File: config.mk
export PLATFORM = sky130hd
export DESIGN_NAME = axis_upsizer
export DESIGN_NICKNAME = d
export VERILOG_FILES = /design/src/rtl/axis_pkg.sv /design/src/rtl/axis_upsizer.sv
export SDC_FILE = /design/constraint.sdc
export NUM_CORES = 1
export LEC_CHECK = 0
export ABC_AREA = 1
export ABC_CLOCK_PERIOD_IN_PS = 1600
export CORE_MARGIN = 4
export CORE_UTILIZATION = 37
export CTS_CLUSTER_DIAMETER = 200
export DETAILED_ROUTE_END_ITERATION = 8
export GPL_TIMING_DRIVEN = 1
export MAX_ROUTING_LAYER = met4
export SLEW_MARGIN = 20
export SYNTH_ARGS = -nofsm -noshare
export SYNTH_HDL_FRONTEND = slang
export SYNTH_SLANG_ARGS = --single-unit
File: constraint.sdc
create_clock -name CLK -period 1.6 [get_ports CLK]
set_input_delay 0.24 -clock CLK [delete_from_list [all_inputs] [get_ports CLK]]
set_output_delay 0.24 -clock CLK [all_outputs]
set_load 0.01 [all_outputs]
File: src/rtl/axis_pkg.sv
// Shared AXI-Stream width-conversion definitions, used by the upsizer and the future downsizer.
package axis_pkg;

    localparam int unsigned AXIS_WIDTH       = 8;
    localparam int unsigned AXIS_RATIO       = 4;
    localparam int unsigned AXIS_IDX_W       = $clog2(AXIS_RATIO);
    localparam int unsigned AXIS_MAX_WORD_W  = 1024;

    typedef logic [AXIS_IDX_W-1:0] lane_idx_t;

    // Replace lane `lane` (lane_w bits wide) of `word` with the low lane_w bits of `lane_data`.
    function automatic logic [AXIS_MAX_WORD_W-1:0] axis_merge_lane(
        input logic [AXIS_MAX_WORD_W-1:0] word,
        input logic [AXIS_MAX_WORD_W-1:0] lane_data,
        input int unsigned                lane,
        input int unsigned                lane_w
    );
        logic [AXIS_MAX_WORD_W-1:0] mask;
        mask = ((AXIS_MAX_WORD_W'(1) << lane_w) - AXIS_MAX_WORD_W'(1)) << (lane * lane_w);
        return (word & ~mask) | ((lane_data << (lane * lane_w)) & mask);
    endfunction

endpackage

File: src/rtl/axis_upsizer.sv
// Packs RATIO narrow AXI-Stream beats into one wide word with keep flags; TLast closes a word early.
module axis_upsizer
    import axis_pkg::*;
#(
    parameter int unsigned WIDTH = AXIS_WIDTH,
    parameter int unsigned RATIO = AXIS_RATIO
) (
    input  logic                   CLK,
    input  logic                   Reset,
    input  logic [WIDTH-1:0]       S_TData,
    input  logic                   S_TValid,
    input  logic                   S_TLast,
    output logic                   S_TReady,
    output logic [WIDTH*RATIO-1:0] M_TData,
    output logic [RATIO-1:0]       M_TKeep,
    output logic                   M_TValid,
    output logic                   M_TLast,
    input  logic                   M_TReady,
    output logic                   isBusy,
    output logic [15:0]            PktCount
);

    localparam int unsigned WORD_W = WIDTH * RATIO;
    localparam int unsigned IDX_W  = $clog2(RATIO);

    logic [WORD_W-1:0] r_acc;
    logic [RATIO-1:0]  r_acc_keep;
    logic [IDX_W-1:0]  r_idx;
    logic [WORD_W-1:0] r_m_data;
    logic [RATIO-1:0]  r_m_keep;
    logic              r_m_last;
    logic              r_m_valid;
    logic [15:0]       r_pkt_count;

    logic              w_accept;
    logic              w_close;
    logic              w_out_fire;
    logic [WORD_W-1:0] w_merged;
    logic [RATIO-1:0]  w_merged_keep;

    // Ready only looks at the output slot, never at the input side.
    assign S_TReady   = Reset && (!r_m_valid || M_TReady);
    assign w_accept   = S_TValid && S_TReady;
    assign w_close    = w_accept && ((r_idx == IDX_W'(RATIO - 1)) || S_TLast);
    assign w_out_fire = r_m_valid && M_TReady;

    assign w_merged = WORD_W'(axis_merge_lane(AXIS_MAX_WORD_W'(r_acc), AXIS_MAX_WORD_W'(S_TData),
                                              32'(r_idx), WIDTH));
    assign w_merged_keep = r_acc_keep | (RATIO'(1) << r_idx);

    // Partial-word accumulator.
    always_ff @(posedge CLK or negedge Reset) begin
        if (!Reset) begin
            r_acc      <= '0;
            r_acc_keep <= '0;
            r_idx      <= '0;
        end else if (w_accept) begin
            if (w_close) begin
                r_acc      <= '0;
                r_acc_keep <= '0;
                r_idx      <= '0;
            end else begin
                r_acc      <= w_merged;
                r_acc_keep <= w_merged_keep;
                r_idx      <= IDX_W'(r_idx + 1'b1);
            end
        end
    end

    // One-deep output slot; a closing word overwrites a word leaving on the same edge.
    always_ff @(posedge CLK or negedge Reset) begin
        if (!Reset) begin
            r_m_data  <= '0;
            r_m_keep  <= '0;
            r_m_last  <= 1'b0;
            r_m_valid <= 1'b0;
        end else if (w_close) begin
            r_m_data  <= w_merged;
            r_m_keep  <= w_merged_keep;
            r_m_last  <= S_TLast;
            r_m_valid <= 1'b1;
        end else if (w_out_fire) begin
            r_m_valid <= 1'b0;
        end
    end

    always_ff @(posedge CLK or negedge Reset) begin
        if (!Reset) begin
            r_pkt_count <= '0;
        end else if (w_out_fire && r_m_last) begin
            r_pkt_count <= r_pkt_count + 16'd1;
        end
    end

    assign M_TData  = r_m_data;
    assign M_TKeep  = r_m_keep;
    assign M_TLast  = r_m_last;
    assign M_TValid = r_m_valid;
    assign isBusy   = (r_idx != '0);
    assign PktCount = r_pkt_count;

endmodule

==> results.json <==
{
  "core-area_um2": 10400,
  "grt_remaining_overflow": 0,
  "crit_arrival_ns": 1.32,
  "dp_slack_ns": -0.115,
  "path_class": "reg2out",
  "min_path_type": "in2reg",
  "p_total_w": 0.00601,
  "cts-root-buf": "clkbuf_8",
  "cts_sinks": 92,
  "endpoint_kind": "primary output",
  "dr.pass1.iters": 4,
  "clockBufferDepth": 2,
  "relSlewSlack_pct": 66.5,
  "critPathBufInv": 1,
  "drv_cap": 0,
  "grt.total_usage_pct": 15.3,
  "yosysSeqAreaShare_pct": 58.3,
  "viasPerCell": 4.87,
  "synth.most_common_cell": "nand2_1",
  "fin_ws_ns": 0.0431,
  "rows": 37,
  "routed_wl_um": 10000,
  "synth_edf_count": 0,
  "status": "complete, no violations",
  "die_h_um": 111,
  "netlist_area_um2": 3950,
  "drt_iter0_markers": 145,
  "die_x_um": 111,
  "crit_fanout": 4,
  "synth.area.top_cells": "dfrtp_1 58%, nand2_1 12%, o21ai_0 8.4%, a22oi_1 5.3%, inv_1 3.8%",
  "synth_top_area_share_pct": 58.3,
  "syn_area_per_cell_um2": 9.03,
  "multi_input_area_um2": 1480,
  "diodes": 0,
  "grt_pass1_vias": 3206,
  "fin_nets": 558,
  "drcViolationCount": 0,
  "synth_commonest_cells": "121 x nand2_1, 92 x dfrtp_1, 66 x o21ai_0, 40 x inv_1, 29 x nor2_1",
  "finalHoldViolations": 0,
  "setup_violations": 0,
  "avgRoutedWirePerCell_um": 14.7,
  "worst_ep_required_time_ns": 1.36,
  "rsz0062_at_grt": "true",
  "num_vias": 3314,
  "fmax_ghz": 0.642,
  "powerDensity_nw_per_um2": 1100,
  "max_stage_delay_ns": 0.56,
  "htree_levels": 3,
  "max-vdd-ir-drop_uv": 665,
  "ys_async_sr_fraction_pct": 100,
  "period_minus_slack_ns": 1.56,
  "drive_above_1_share_pct": 14.3,
  "syn_to_final_growth_pct": 38.7,
  "final.fill_count": 962,
  "boundaryPins": 69,
  "antenna_found_initial": 0,
  "tritoncts": "yes",
  "antenna_left": 0,
  "grt_max_degree": 93,
  "die_area_um2": 12400,
  "cp-start-kind": "register",
  "clk_latency_ns": 0.35,
  "ff_latch_area_um2": 2310,
  "yosysWarnings": 0,
  "leakage_nw": 2.53,
  "period_share_pct": 97.3,
  "crit_chain": "clkdlybuf4s50_1",
  "port_buffers": 68,
  "grt_pass1_wl_um": 15400,
  "critPathTopFamily": "buffers and inverters",
  "maxSlewViolCount": 0,
  "path_clk_slew_ns": 0.09,
  "synthFlopType": "dfrtp_1",
  "ys_ff_latch": 92,
  "slowest_stage": "clkdlybuf4s50_1",
  "start_util_pct": 38.1,
  "synth_top_area_cell": "dfrtp_1",
  "place_hpwl_um": 6370,
  "final_util_pct": 52.8,
  "finalClockSkew_ns": 0.00883,
  "synthCells": 437,
  "cts_made_buffers": 9,
  "yosysUniqueCellTypes": 21,
  "gp_congestion": 0.856,
  "worst_pin_slew_ns": 0.503,
  "syn_nets": 455
}
## path summary, 6_finish.rpt
kind	startpoint	end	slack, ns	cells after the start
max in group asynchronous	Reset	r_acc[0]	0.65	3
setup reg to reg	M_TValid	r_acc[11]	0.06	7
setup / recovery	PktCount[10]	PktCount[10]	0.04	1
hold reg to reg	M_TData[11]	M_TData[11]	0.49	2
hold / removal	Reset	M_TLast	0.33	5
min in group asynchronous	Reset	PktCount[5]	0.53	3
## logic make-up (layout without fill, tap and decap cells)
logic type | after synthesis | after routing | share of synthesized area, %
buffers and inverters | 59 | 167 | 5.80
AND/OR/NAND/NOR | 168 | 168 | 17.1
flip-flops | 92 | 92 | 58.3
XOR/XNOR | 11 | 11 | 2.44
adder cells (fa/ha/maj) | 5 | 5 | 1.59
AO/OA/AOI/OAI | 102 | 102 | 14.8
## placed cells by master, fill, tap and decap left out, types with 4 or more instances in the layout
master and instances:
nand4_1 4, a22oi_1 24, nor3_1 4, o21ai_0 53, xnor2_1 6, buf_4 25
o21ai_1 13, inv_2 5, inv_1 36, clkbuf_16 4, nand2_1 121, clkdlybuf4s50_1 63
nand3_1 7, dfrtp_1 89, xor2_1 5, a21oi_1 6, nor2_1 26, clkbuf_8 10
a22oi_2 4, buf_6 4, buf_12 7
## what timing repair did
| item | 4_1_cts | 5_1_grt |
|---|---|---|
| endpoints found under the setup margin | 14 | 81 |
| pin swaps | 0 | 1 |
| hold buffers | 1 | 0 |
| cloned | 0 | 7 |
| resized for setup | 9 | 38 |
| hold endpoints to repair | 92 | 0 |
| setup buffers | 3 | 7 |
## per-layer routing
metal / track usage [%] / share of wire (%) / vias to the layer above
met5: - / 0 / -
met2: 24.0 / 50 / 79
li1: - / - / 1632
met1: 20.4 / 44 / 1589
met4: 4.70 / 1.3 / 0
met3: 2.78 / 4.1 / 14
## where the power goes
| part | switching, W | internal, W | leakage [nW] |
|---|---|---|---|
| clock | 0.000833 | 0.000763 | 0.0983 |
| combinational | 0.000829 | 0.000798 | 1.20 |
| sequential | 0.000186 | 0.00260 | 1.24 |
| total | 0.00185 | 0.00416 | 2.53 |
## per-stage QoR
stage / hold slack (ns) / cell area, um2 / TNS, ns / cells
final: 0.331 / 5470 / 0 / 681
after global routing: 0.371 / 5470 / -0.168 / 681
after CTS: 0.300 / 5210 / 0 / 667
after detailed placement: 0.351 / 4970 / -3.05 / 647
after global placement: 0.352 / 4970 / -1.61 / 647
after floorplan: -0.0556 / 3950 / 0 / 437
## tightest hold or removal path, delay by kind of cell
kind / cells / cell delay, ns
buf+inv: 2 / 0.23
simple gates: 3 / 0.18
## flip-flops by register name (all words and copies together), names as in the netlist
| register | flops |
|---|---|
| M_TLast | 1 |
| r_acc | 32 |
| M_TData | 32 |
| r_acc_keep | 4 |
| M_TValid | 1 |
| r_idx | 2 |
| M_TKeep | 4 |
| PktCount | 16 |
## final cells by class
| type | count | area share [%] |
|---|---|---|
| multi-input cells | 286 | 27.1 |
| clock inverters | 6 | 1.17 |
| clock buffers | 10 | 2.51 |
| flip-flops and latches | 92 | 42.1 |
| repair buffers | 109 | 21.1 |
| well taps | 136 | 3.11 |
| inverters | 42 | 2.95 |
(Power assumes the default switching activity.)
